File: config.mk
export PLATFORM = sky130hd
export DESIGN_NAME = sample_pipe
export DESIGN_NICKNAME = d
export VERILOG_FILES = /design/src/rtl/sample_pkg.sv /design/src/rtl/sample_pipe_slice.sv /design/src/rtl/sample_pipe.sv
export SDC_FILE = /design/constraint.sdc
export NUM_CORES = 1
export LEC_CHECK = 0
export CORE_MARGIN = 8
export CORE_UTILIZATION = 53
export DETAILED_ROUTE_END_ITERATION = 7
export PLACE_DENSITY = 0.92
export SLEW_MARGIN = 20
export SYNTH_ARGS = -nofsm -noshare
export SYNTH_HDL_FRONTEND = slang
export SYNTH_HIERARCHICAL = 1
export SYNTH_SLANG_ARGS = --single-unit
File: constraint.sdc
create_clock -name clk -period 3.28 [get_ports clk]
set_input_delay 0.656 -clock clk [delete_from_list [all_inputs] [get_ports clk]]
set_output_delay 0.656 -clock clk [all_outputs]
set_load 0.01 [all_outputs]
File: src/rtl/sample_pkg.sv
// Shared constants and helpers for the sample_pipe benchmark pipeline.
package sample_pkg;

    localparam int SAMPLE_W_DEF     = 8;
    localparam int SAMPLE_CNT_W_DEF = 16;

    // Widest vector popcount() accepts; wider lanes are truncated.
    localparam int SAMPLE_VEC_MAX   = 64;

    // Increment value by one, holding at 2^width-1 (width up to 32).
    function automatic logic [31:0] sat_inc(input logic [31:0] value, input int unsigned width);
        logic [31:0] max_v;
        max_v = (width >= 32) ? 32'hFFFF_FFFF : ((32'd1 << width) - 32'd1);
        return (value >= max_v) ? max_v : value + 32'd1;
    endfunction

    // Number of set bits in vec.
    function automatic logic [31:0] popcount(input logic [SAMPLE_VEC_MAX-1:0] vec);
        logic [31:0] n;
        n = '0;
        for (int i = 0; i < SAMPLE_VEC_MAX; i++) begin
            n = n + {31'd0, vec[i]};
        end
        return n;
    endfunction

endpackage

File: src/rtl/sample_pipe_slice.sv
// One elastic register slice: a single payload register with valid/ready on
// both sides and full throughput (accepts while its own content leaves).
module sample_pipe_slice
    import sample_pkg::*;
#(
    parameter int P = 8
) (
    input  logic         clk,
    input  logic         rst,
    input  logic         in_valid_i,
    output logic         in_ready_o,
    input  logic [P-1:0] in_data_i,
    output logic         out_valid_o,
    input  logic         out_ready_i,
    output logic [P-1:0] out_data_o
);

    logic         valid_q, valid_d;
    logic [P-1:0] data_q, data_d;
    logic         load;

    // Ready when empty or when the held item leaves this cycle; load on accept,
    // drop valid when the item leaves with nothing new behind it.
    always_comb begin
        in_ready_o = ~valid_q | out_ready_i;
        load       = in_valid_i & in_ready_o;
        valid_d    = valid_q;
        data_d     = data_q;
        if (load) begin
            valid_d = 1'b1;
            data_d  = in_data_i;
        end else if (out_ready_i) begin
            valid_d = 1'b0;
        end
    end

    // Slice state; asynchronous active-low clear discards the held item.
    always_ff @(posedge clk or negedge rst) begin
        if (!rst) begin
            valid_q <= 1'b0;
            data_q  <= '0;
        end else begin
            valid_q <= valid_d;
            data_q  <= data_d;
        end
    end

    assign out_valid_o = valid_q;
    assign out_data_o  = data_q;

endmodule

File: src/rtl/sample_pipe.sv
// Two-stage pipelined version of the sample boolean network:
//   r = ((x&y&z)|u|w) & (v|x|y),  s = u&w,  t = ~z   (bitwise over W lanes)
// plus a saturating count of output transfers.
// Optional macro SAMPLE_PIPE_STATS_EN adds r_ones, a saturating running
// popcount of r over all output transfers.
//
// Handshake: a transfer happens at a rising clk edge where valid & ready are
// both high; valid never waits on ready, a source holds valid and data stable
// until the transfer, and ready may depend combinationally on downstream ready.
module sample_pipe
    import sample_pkg::*;
#(
    parameter int W     = SAMPLE_W_DEF,
    parameter int CNT_W = SAMPLE_CNT_W_DEF
) (
    input  logic             clk,
    input  logic             rst,
    input  logic             in_valid,
    output logic             in_ready,
    input  logic [W-1:0]     x,
    input  logic [W-1:0]     y,
    input  logic [W-1:0]     z,
    input  logic [W-1:0]     u,
    input  logic [W-1:0]     v,
    input  logic [W-1:0]     w,
    output logic             out_valid,
    input  logic             out_ready,
    output logic [W-1:0]     r,
    output logic [W-1:0]     s,
    output logic [W-1:0]     t,
    output logic [CNT_W-1:0] xfer_cnt
`ifdef SAMPLE_PIPE_STATS_EN
    ,
    output logic [CNT_W-1:0] r_ones
`endif
);

    localparam int P1 = 5 * W;
    localparam int P2 = 3 * W;

    logic [P1-1:0] s1_in, s1_out;
    logic [P2-1:0] s2_in, s2_out;
    logic          v1;
    logic          s2_ready;
    logic [W-1:0]  n1, m1, uw1, s1, t1;
    logic          xfer_fire;

    // First half of the network: partial terms captured by stage 1.
    assign s1_in = {x & y & z, v | x | y, u | w, u & w, ~z};
    assign {n1, m1, uw1, s1, t1} = s1_out;

    // Second half of the network: final r, s and t pass straight through.
    assign s2_in = {(n1 | uw1) & m1, s1, t1};

    sample_pipe_slice #(.P(P1)) u_stage1 (
        .clk         (clk),
        .rst         (rst),
        .in_valid_i  (in_valid),
        .in_ready_o  (in_ready),
        .in_data_i   (s1_in),
        .out_valid_o (v1),
        .out_ready_i (s2_ready),
        .out_data_o  (s1_out)
    );

    sample_pipe_slice #(.P(P2)) u_stage2 (
        .clk         (clk),
        .rst         (rst),
        .in_valid_i  (v1),
        .in_ready_o  (s2_ready),
        .in_data_i   (s2_in),
        .out_valid_o (out_valid),
        .out_ready_i (out_ready),
        .out_data_o  (s2_out)
    );

    assign {r, s, t} = s2_out;
    assign xfer_fire = out_valid & out_ready;

    logic [CNT_W-1:0] xfer_q, xfer_d;

    // Count output transfers, sticking at the all-ones value.
    always_comb begin
        xfer_d = xfer_q;
        if (xfer_fire) begin
            xfer_d = CNT_W'(sat_inc(32'(xfer_q), CNT_W));
        end
    end

    // Transfer counter register.
    always_ff @(posedge clk or negedge rst) begin
        if (!rst) begin
            xfer_q <= '0;
        end else begin
            xfer_q <= xfer_d;
        end
    end

    assign xfer_cnt = xfer_q;

`ifdef SAMPLE_PIPE_STATS_EN
    // Sum is formed in 33 bits so it cannot wrap before the clamp (CNT_W <= 32).
    localparam logic [32:0] ONES_MAX = (33'd1 << CNT_W) - 33'd1;

    logic [CNT_W-1:0] r_ones_q, r_ones_d;
    logic [32:0]      ones_sum;

    // Accumulate popcount(r) per output transfer, clamped at the maximum.
    always_comb begin
        ones_sum = {1'b0, 32'(r_ones_q)} + {1'b0, popcount(SAMPLE_VEC_MAX'(r))};
        r_ones_d = r_ones_q;
        if (xfer_fire) begin
            r_ones_d = (ones_sum > ONES_MAX) ? CNT_W'(ONES_MAX) : CNT_W'(ones_sum);
        end
    end

    // Popcount accumulator register.
    always_ff @(posedge clk or negedge rst) begin
        if (!rst) begin
            r_ones_q <= '0;
        end else begin
            r_ones_q <= r_ones_d;
        end
    end

    assign r_ones = r_ones_q;
`endif

endmodule

Yosys cells after proc, flatten, opt, wreduce, memory -nomap -nowiden
Cells that the tools add are included.

Memories: 0. Bits in latches: 0. Word-level logic and storage cells: 30. Memory bits (read-only): 0. Register bits: 82. RAM bits: 0.

Div/mod/pow operators: 0. Reductions and logical operators: 2. Muxes and demuxes: 5. Bitwise operators: 16. Shift operators: 0. Eq/ne operators: 0. Multiply operators: 0. Add/sub/neg operators: 1. $lt $le $gt $ge: 1.

Operators by type and width (count): 8-bit AND (4); 8-bit OR (4); 16-bit by 1-bit adder with 16-bit output, second input constant (1); 16-bit greater-or-equal comparator, second input constant (1); 16-bit 2-to-1 mux (1); 8-bit inverter (1); 1-bit 2-to-1 mux (4); 2-bit nonzero test (2); 1-bit AND (3); 1-bit inverter (2); 1-bit OR (2).

Longest topological paths before layout
Word-level depth: 5. Mapped depth: 5. Mapped depth without buffers: 5.

Cells and area by module
Netlist, hierarchy kept.

Modules (own cells, without submodules): sample_pipe_slice at u_stage1 (area an instance 1702.9 um^2, cells each 88, instances 1, sequential area each 1026.0 um^2); sample_pipe (area an instance 1108.6 um^2, cells each 131, instances 1, sequential area each 400.4 um^2); sample_pipe_slice at u_stage2 (area an instance 1043.5 um^2, cells each 54, instances 1, sequential area each 625.6 um^2).

Worst setup path before layout
No wires, ideal clock.

Path type: input-to-reg. Start point: input out_ready. End point: register xfer_q[15] (netlist: xfer_cnt[15]). Data arrival time: 1.649 ns. Path slack: 1.504 ns. Stages: 4. Buffers on the path: 0. Cells stage by stage: nand4_1 -> nor4_1 -> and4_1 -> mux2_1.

Word-level cells in the longest chain between the ends: 1.

Ends and longest elaborated chain: from (decl) (RTL line sample_pipe.sv:27) `input logic out_ready,`; 1-bit AND (RTL line sample_pipe.sv:78) `assign xfer_fire = out_valid & out_ready;`; to (signal assigned) (RTL line sample_pipe.sv:95) `xfer_q <= xfer_d;`; to (decl) (RTL line sample_pipe.sv:80) `logic [CNT_W-1:0] xfer_q, xfer_d;`.

Every way passes these cells. A chain may end at the register's enable or synchronous reset.

Worst setup path in the final report
Start point: input out_ready. End point: output in_ready.

Word-level cells in the longest chain between the ends: 2.

Ends and longest elaborated chain: 1-bit OR (RTL line sample_pipe_slice.sv:25) `in_ready_o = ~valid_q | out_ready_i;`; net s2_ready (RTL line sample_pipe.sv:44) `logic s2_ready;`; 1-bit OR (RTL line sample_pipe_slice.sv:25); to (decl) (RTL line sample_pipe.sv:19) `output logic in_ready,`.

The timed path passes the listed nets, and every way through them passes these cells.

==> results by group <==
Global route
  – Number of global-route vias before repair: 2638
  – First-pass GRT wire length: 13100 µm
  – Total track usage: 0.164
  – Grt ovf: 0
  – Largest net degree at the start of global routing: 83
  – Antenna violations before repair: 0

Yosys
  – Syn nets: 326
  – Post-synthesis register bit count: 82
  – Synth unique cells: 37
  – Synth area leader: dfrtp_1
  – Area contributors post-synth: dfrtp_1, mux2_4, and3_1
  – Yosys top cell area share: 0.532
  – Sequential share of the synthesized area: 0.532
  – Primary FF master, synth: dfrtp_1
  – Post-Syn Area: 3850 µm²
  – Ys async rst share: 1.00
  – Post-Syn Instances: 273
  – EDFF count, synth: 0
  – Synth warnings: 6
  – Avg Cell Area, Syn: 14.1 µm²

STA
  – Final slew viol count: 0
  – Tcrit/Tclk final: 0.824
  – Final setup vio count: 0
  – Worst-margin pin slew: 710 ps
  – Clock skew: 9.63 ps
  – Final worst slack: 576 ps
  – Rel. slew slack: 0.527
  – Fmax: 0.370 GHz
  – Fin crit period: 2700 ps
  – Final Hold Vio Count: 0
  – RSZ-0062 raised after global routing: no
  – WHS: 334 ps
  – Final setup TNS: 0 ps

Drt
  – Wirelength per Cell: 16.7 µm
  – Post-DRT Antenna Nets: 0
  – Vias per cell: 5.08
  – Iteration-0 DRC Markers: 74
  – WL final: 7950 µm
  – Drt first pass iters: 4
  – # DRC: 0
  – Vias after detailed routing: 2418

Clocking
  – CTS tree: built
  – Post CTS Setup Buffer Count: 0
  – Clk pin slew, worst setup/hold paths: 80 ps
  – Worst-skew pair later-pin latency: 340 ps
  – Root cell of the clock tree: clkbuf_8
  – Post-cts gate resize count: 0
  – # H-tree levels: 3
  – Num CTS Buffers: 9
  – CTS max path bufs: 2
  – CTS Sinks: 82
  – Hold Buf Count CTS: 0

Worst setup path
  – CP Cell Sequence: clkdlybuf4s50_1 > nand2b_4 > nand2b_4 > clkdlybuf4s50_1
  – Crit. End Element: output pin
  – CP top delay family: buffers and inverters
  – CP arrival: 2050 ps
  – CP required: 2620 ps
  – CP max FO: 5
  – Critical Path Max Stage Delay: 540 ps
  – CP Class: in -> out
  – Worst path bufs/invs: 2
  – Reg2Reg Launch Point: xfer_cnt[7]
  – CP Launch Point: out_ready
  – Critical Path Slowest Stage Cell: clkdlybuf4s50_1
  – Critical path startpoint category: input port

Die
  – Initial core utilization: 0.540
  – Die Width: 101 µm
  – Die height: 101 µm
  – Full die area: 10300 µm²
  – Core area: 7140 µm²
  – Site row count: 31
  – Io pins: 94

Worst hold path
  – HP Class: in -> async

Final layout
  – Commonest non-fill, non-tap cells in the layout: clkdlybuf4s50_1, dfrtp_1, mux2_4
  – Leading cell type in the layout, fill and taps excluded: clkdlybuf4s50_1
  – Share of post-route cells with drive strength above 1: 0.263
  – N_diodes: 0
  – Filler cells: 485
  – Area grow syn2layout: 30.9%
  – Final net count: 425

Placed design
  – Input/output buffers: 93
  – Place WS: 564 ps
  – DP HPWL: 5900 µm
  – Global placement routability congestion: 0.895

Power
  – Power per Cell Area: 563 nW/µm²
  – P_leak: 0.00233 µW
  – Max IR drop VDD: 248 µV

Status
  – Status: finished, final reports clean

Run
  – MaxCap Viol Count: 0
==> cell families (layout without fill, tap and decap cells) <==
group / count (synthesis) / count (layout) / synth area share
buffers and inverters: 17 / 121 / 0.0328
adder cells (fa/ha/maj): 1 / 1 / 0.00325
XOR/XNOR: 4 / 4 / 0.00909
AO/OA/AOI/OAI: 21 / 21 / 0.0354
multiplexers: 67 / 67 / 0.254
AND/OR/NAND/NOR: 81 / 81 / 0.133
flip-flops: 82 / 82 / 0.532
==> routing by layer <==
layer,share of wire,GRT usage,vias up
li1,-,-,1165
met1,0.42,0.199,1186
met2,0.51,0.270,53
met3,0.047,0.0399,14
met4,0.023,0.0733,0
met5,0,0,-
==> report_power, final <==
part,switching (µW),total (µW),internal [µW]
Clock,365,721,357
Sequential,139,1320,1180
Combinational,293,799,506
==> per-stage QoR <==
step	cells	power (µW)	instance area (µm²)	util
2_1_floorplan	273	1740	3850	-
3_3_place_gp	460	2110	4840	0.678
3_5_place_dp	460	2150	4840	0.678
4_1_cts	476	2870	5040	0.707
5_1_grt	476	2990	5050	0.707
6_report	476	2840	5050	0.707
==> synth_stat cells (3+ instances only) <==
| cell type | number |
|---|---|
| and4_1 | 3 |
| buf_6 | 4 |
| mux2_4 | 60 |
| o21a_1 | 9 |
| nand3_1 | 4 |
| a21oi_1 | 5 |
| or3_1 | 8 |
| nand4_1 | 3 |
| dfrtp_1 | 82 |
| or2_2 | 8 |
| and2_1 | 9 |
| and3_1 | 11 |
| nand2b_1 | 3 |
| o21ai_1 | 3 |
| nor2_1 | 5 |
| inv_1 | 11 |
| xnor2_1 | 3 |
| nand2_1 | 11 |
| mux2_2 | 5 |
==> state kept, by name, indices dropped and copies added, names as in the netlist <==
| register | count |
|---|---|
| u_stage2/out_valid_o | 1 |
| xfer_cnt | 16 |
| u_stage1/out_data_o | 40 |
| u_stage2/out_data_o | 24 |
| u_stage1/out_valid_o | 1 |
==> cell type report <==
| type | count | area [µm²] | share of cell area |
|---|---|---|---|
| clock inverters | 7 | 76.3 | 0.0151 |
| well taps | 99 | 124 | 0.0245 |
| inverters | 11 | 41.3 | 0.00818 |
| clock buffers | 9 | 124 | 0.0245 |
| flip-flops and latches | 82 | 2050 | 0.407 |
| repair buffers | 94 | 952 | 0.189 |
| multi-input cells | 174 | 1680 | 0.332 |
==> worst register-to-register path: stages, from the launching register on <==
cell and delay (ps):
dfrtp_1 470, nand4_2 180, nor4_1 520, and4_1 270, mux2_1 320
==> worst paths after layout <==
path	to	slack (ps)	cells past startpoint
setup / recovery	in_ready	580	4
hold reg to reg	u_stage2/out_data_o[14]	510	1
max in group asynchronous	u_stage2/out_data_o[3]	2460	1
setup reg to reg	xfer_cnt[15]	1400	4
hold / removal	u_stage2/out_valid_o	330	1
min in group clk	u_stage2/out_data_o[14]	510	1
No activity file was read; power rests on OpenSTA's default activity.
